### src/rtl/fir_serial_mac.sv
// Serial-MAC FIR filter: one multiplier walks the TAPS-entry sample history per
// input, then rounds, scales and saturates the sum into a held output register.
module fir_serial_mac #(
   parameter int DATA_W = 10,
   parameter int COEF_W = 10,
   parameter int TAPS   = 63,
   parameter int SHIFT  = 9,
   parameter int ACC_W  = DATA_W + COEF_W + $clog2(TAPS)
) (
   input  logic                      clk,
   input  logic                      rst_n,
   input  logic                      in_valid,
   output logic                      in_ready,
   input  logic signed [DATA_W-1:0]  in_data,
   input  logic                      coef_we,
   input  logic [$clog2(TAPS)-1:0]   coef_addr,
   input  logic signed [COEF_W-1:0]  coef_data,
   output logic                      out_valid,
   input  logic                      out_ready,
   output logic signed [DATA_W-1:0]  out_data,
   output logic                      out_sat,
   output logic                      busy
);
   localparam int ADDR_W = $clog2(TAPS);
   localparam int CNT_W  = $clog2(TAPS + 1);
   localparam int PROD_W = DATA_W + COEF_W;
   localparam logic [ADDR_W-1:0]    LAST_IDX = ADDR_W'(TAPS - 1);
   localparam logic [CNT_W-1:0]     LAST_CNT = CNT_W'(TAPS);
   localparam logic signed [ACC_W:0] RND     = (ACC_W+1)'(2 ** (SHIFT - 1));
   localparam logic signed [ACC_W:0] MAX_OUT = (ACC_W+1)'(2 ** (DATA_W - 1) - 1);
   localparam logic signed [ACC_W:0] MIN_OUT = (ACC_W+1)'(-(2 ** (DATA_W - 1)));

   typedef enum logic [1:0] {StIdle, StMac, StOut} state_e;

   state_e                    state_q, state_d;
   logic                      init_q;
   logic [ADDR_W-1:0]         wr_ptr_q, rd_ptr_q;
   logic [CNT_W-1:0]          cnt_q;
   logic signed [ACC_W-1:0]   acc_q;
   logic signed [PROD_W-1:0]  prod_q;
   logic signed [DATA_W-1:0]  out_data_q;
   logic                      out_sat_q;
   logic signed [DATA_W-1:0]  hist_q [TAPS];
   logic signed [COEF_W-1:0]  coef_q [TAPS];

   logic                      accept, mac_last, coef_wr;
   logic [ADDR_W-1:0]         k_idx, rd_ptr_dec;
   logic signed [PROD_W-1:0]  prod_d;
   logic signed [ACC_W-1:0]   acc_sum;
   logic signed [ACC_W:0]     acc_ext, rnd_t;
   logic signed [DATA_W-1:0]  sat_data;
   logic                      sat_flag;

   // in_ready is held low through reset and comes up on the first edge after it.
   always_comb begin
      state_d   = state_q;
      in_ready  = 1'b0;
      out_valid = 1'b0;
      busy      = 1'b1;
      accept    = 1'b0;
      mac_last  = 1'b0;
      unique case (state_q)
         StIdle: begin
            busy     = 1'b0;
            in_ready = init_q;
            accept   = init_q && in_valid;
            if (accept) state_d = StMac;
         end
         StMac: begin
            mac_last = (cnt_q == LAST_CNT);
            if (mac_last) state_d = StOut;
         end
         StOut: begin
            out_valid = 1'b1;
            if (out_ready) state_d = StIdle;
         end
         default: state_d = StIdle;
      endcase
   end

   assign coef_wr  = (state_q == StIdle) && coef_we &&
                     ({1'b0, coef_addr} < (ADDR_W+1)'(TAPS));
   assign out_data = out_data_q;
   assign out_sat  = out_sat_q;

   // Product is registered, so MAC spans TAPS+1 cycles: cycle 0 only multiplies,
   // cycle TAPS only accumulates and the final sum goes straight to the output.
   assign k_idx      = (cnt_q != LAST_CNT) ? cnt_q[ADDR_W-1:0] : '0;
   assign rd_ptr_dec = (rd_ptr_q == '0) ? LAST_IDX : rd_ptr_q - ADDR_W'(1);
   assign prod_d     = PROD_W'(hist_q[rd_ptr_q]) * PROD_W'(coef_q[k_idx]);
   assign acc_sum    = acc_q + ACC_W'(prod_q);
   assign acc_ext    = (ACC_W+1)'(acc_sum);
   assign rnd_t      = (acc_ext + RND) >>> SHIFT;

   always_comb begin
      sat_flag = 1'b0;
      sat_data = rnd_t[DATA_W-1:0];
      if (rnd_t > MAX_OUT) begin
         sat_flag = 1'b1;
         sat_data = {1'b0, {(DATA_W-1){1'b1}}};
      end else if (rnd_t < MIN_OUT) begin
         sat_flag = 1'b1;
         sat_data = {1'b1, {(DATA_W-1){1'b0}}};
      end
   end

   always_ff @(posedge clk or negedge rst_n) begin
      if (!rst_n) begin
         state_q    <= StIdle;
         init_q     <= 1'b0;
         wr_ptr_q   <= '0;
         rd_ptr_q   <= '0;
         cnt_q      <= '0;
         acc_q      <= '0;
         prod_q     <= '0;
         out_data_q <= '0;
         out_sat_q  <= 1'b0;
         for (int i = 0; i < TAPS; i++) begin
            hist_q[i] <= '0;
            coef_q[i] <= '0;
         end
      end else begin
         state_q <= state_d;
         init_q  <= 1'b1;
         if (coef_wr) coef_q[coef_addr] <= coef_data;
         if (accept) begin
            hist_q[wr_ptr_q] <= in_data;
            rd_ptr_q         <= wr_ptr_q;
            wr_ptr_q         <= (wr_ptr_q == LAST_IDX) ? '0 : wr_ptr_q + ADDR_W'(1);
            cnt_q            <= '0;
            acc_q            <= '0;
         end else if (state_q == StMac) begin
            cnt_q <= cnt_q + CNT_W'(1);
            if (!mac_last) begin
               prod_q   <= prod_d;
               rd_ptr_q <= rd_ptr_dec;
            end
            if (cnt_q != '0) acc_q <= acc_sum;
            if (mac_last) begin
               out_data_q <= sat_data;
               out_sat_q  <= sat_flag;
            end
         end
      end
   end

endmodule

### config.mk
export PLATFORM = sky130hd
export DESIGN_NAME = fir_serial_mac
export DESIGN_NICKNAME = d
export VERILOG_FILES = /design/src/rtl/fir_serial_mac.sv
export SDC_FILE = /design/constraint.sdc
export NUM_CORES = 2
export LEC_CHECK = 0
export ABC_AREA = 1
export ABC_CLOCK_PERIOD_IN_PS = 9100
export CAP_MARGIN = 10
export CORE_MARGIN = 1.5
export CORE_UTILIZATION = 40
export CTS_CLUSTER_SIZE = 20
export DETAILED_ROUTE_END_ITERATION = 16
export MAX_ROUTING_LAYER = met4
export PLACE_DENSITY = 0.52
export SKIP_CTS_REPAIR_TIMING = 1
export SLEW_MARGIN = 20
export SYNTH_ARGS = -nofsm -noshare
export SYNTH_HDL_FRONTEND = slang
export SYNTH_SLANG_ARGS = --single-unit
### constraint.sdc
create_clock -name clk -period 9.1 [get_ports clk]
set_input_delay 0.91 -clock clk [delete_from_list [all_inputs] [get_ports clk]]
set_output_delay 0.91 -clock clk [all_outputs]
set_load 0.02 [all_outputs]
==> results.md <==
- Status: complete, no violations
- Nets: 8022
- Cell count after synthesis: 8133
- Mux share of post-synthesis cell area: 0%
- Cell Area, Synth: 66200 µm²
- Slew margin rel.: 25.9%
- Clock Skew: 27.0 ps
- Largest net degree at the start of global routing: 169
- Met3 WL: 10900 µm
- Crit-path max cell delay: 550 ps
- Register clock-pin slew on the reported worst setup and hold paths: 60 ps
- Total Wirelength: 209000 µm
- Crit start category: flip-flop
- Max Cap Viol: 0
- Yosys reg bits: 1338
- Met2 WL post-DR: 95300 µm
- Post-synthesis adder-cell area fraction: 4.33%
- TNS Setup: 0 ps
- Number of synthesized flops with an enable pin: 0
- CTS buffer count: 154
- Final period utilization: 93.0%
- Synth-to-layout area growth: 11.1%
- Grt ovf: 0
- Nature of the critical path endpoint: flip-flop
- Die ar.: 168000 µm²
- Via density: 5.46
- Metal-1 WL: 98300 µm
- DRT antenna net count: 0
- YS warnings: 0
- Synth top cells by count: nand2_1 (2520), o21ai_0 (1533), dfrtp_1 (1338), clkbuf_1 (525), nor2_1 (407)
- Syn nets: 8337
- Cell with the most instances after synthesis: nand2_1
- Fill cells: 16500
- Post-route DRC: 0
- Max-slew violation count: 0
- Buf+Inv Stages, Crit Path: 8
- CP Depth: 34
- Initial DRT Pass Iterations: 6
- Tightest Pin Transition: 1100 ps
- XOR/XNOR Fraction of Synth Area: 0.503%
- Clk_lat worst skew: 790 ps
- Number of hold violations in the final report: 0
- Top delay family on crit path: adder cells
- RSZ-0062 raised after global routing: no
- Clk buf depth: 3
- Crit-path slowest cell: fa_1
- Num ports: 45
- Die Ht: 410 µm
- Global-route wire length before repair: 329000 µm
- Clock sink count: 1338
- GPL Wtd Cong: 0.887
- Crit-path max FO: 69
- Port Buffer Count: 44
- Drt wl/cell: 20.7 µm
- Area contributors post-synth: dfrtp_1 (51%), nand2_1 (14%), o21ai_0 (12%)
- Min cycle time layout: 8460 ps
- DP Wirelength: 128000 µm
- Vias in the first global route: 53300
- Main synth FF type: dfrtp_1
- Share of layout cells above drive strength 1: 6.20%
- Largest family of logic cells by synthesized area: simple AND/OR/NAND/NOR gates
- Root Driver: clkbuf_16
- Synth Area in Simple Gates: 19.8%
- Critical path arrival: 9080 ps
- Initial core utilization: 40.2%
- Iteration-0 DRC Markers: 4782
- Critical path class: reg2reg
- H-tree Lvls: 4
- CP required: 9710 ps
- Fmax: 118 MHz
- Avg Cell Area, Syn: 8.14 µm²
- Share of the synthesized area in the top cell type: 50.6%
- Complex-gate fraction of the synthesized area: 19.0%
- Setup violators final: 0
- Overall Global Routing Usage: 25.7%
- Cells on worst reg2reg path: 34
- Top sig layer: met4
- CTS tree: built
- Die Width: 410 µm
- Core area: 165000 µm²
- Vias: 55200
- Antenna violations before repair: 0
- Netlist cell types: 55
- Num rows: 149
- Top cell type by total area after synthesis: dfrtp_1
- Register area share after synthesis: 50.6%
- FFs w/ async S/R, synth: 100%
- Hold WC Path Type: in2async
area by class of cell:
cell class	count	area (µm²)	share of cell area [%]
diodes	1	2.50	0.00340
clock buffers	225	4510	6.14
clock inverters	46	656	0.892
inverters	330	1260	1.71
multi-input cells	5812	29100	39.5
flip-flops and latches	1338	33500	45.6
well taps	2189	2740	3.73
repair buffers	182	1770	2.41
placed cells by master, fill, tap and decap left out, types with 62 or more instances in the layout:
cell type,n
buf_4,116
o22ai_1,62
clkbuf_16,157
nor2_1,404
o21ai_0,1533
a21oi_1,324
fa_1,93
o211ai_1,66
dfrtp_1,1333
nand2_1,2519
ha_1,80
inv_1,284
nand3_1,249
registers in the layout (all words and copies together) (netlist names):
signal,cells
out_sat,1
state_q,2
cnt_q,6
hist_q,630
coef_q,630
wr_ptr_q,6
rd_ptr_q,6
acc_q,26
prod_q,20
init_q,1
out_data,10
final timing paths:
kind,startpoint,to,slack (ps)
setup reg to reg,cnt_q[1]$_DFFE_PN0P_,prod_q[19]$_DFFE_PN0P_,640
hold / removal,rst_n,hist_q[162]$_DFFE_PN0P_,70
setup / recovery,cnt_q[1]$_DFFE_PN0P_,prod_q[19]$_DFFE_PN0P_,640
min in group clk,out_data[8]$_DFFE_PN0P_,out_data[8]$_DFFE_PN0P_,480
hold reg to reg,out_data[8]$_DFFE_PN0P_,out_data[8]$_DFFE_PN0P_,480
max in group asynchronous,rst_n,coef_q[616]$_DFFE_PN0P_,6770
logic make-up after synthesis:
family	count (synthesis)
AOI/OAI and AO/OA	2283
xor gates and xnor gates	38
adders and majority gates	173
buffers and inverters	983
DFF	1338
other	1
and+or+nand+nor	3317
per-layer routing:
| layer | track usage (%) | vias to the layer above |
|---|---|---|
| li1 | - | 26400 |
| met1 | 36.0 | 27100 |
| met2 | 39.5 | 1486 |
| met3 | 3.34 | 304 |
| met4 | 6.49 | 0 |
| met5 | - | - |
per-stage QoR:
stage | setup WS, ps | instances | util (%) | area [µm²] | hold WS, ps
2_1_floorplan | 2440 | 8133 | - | 66200 | 446
3_3_place_gp | 765 | 9851 | 41.5 | 68300 | 461
3_5_place_dp | 737 | 9851 | 41.5 | 68300 | 467
4_1_cts | 718 | 10100 | 44.6 | 73500 | 117
5_1_grt | 38.3 | 10100 | 44.7 | 73500 | 148
6_report | 636 | 10100 | 44.7 | 73500 | 71.1
Power is left out: the tool's default activity adds up to more than one toggle a clock period on the data nets, which glitch-free logic cannot reach.
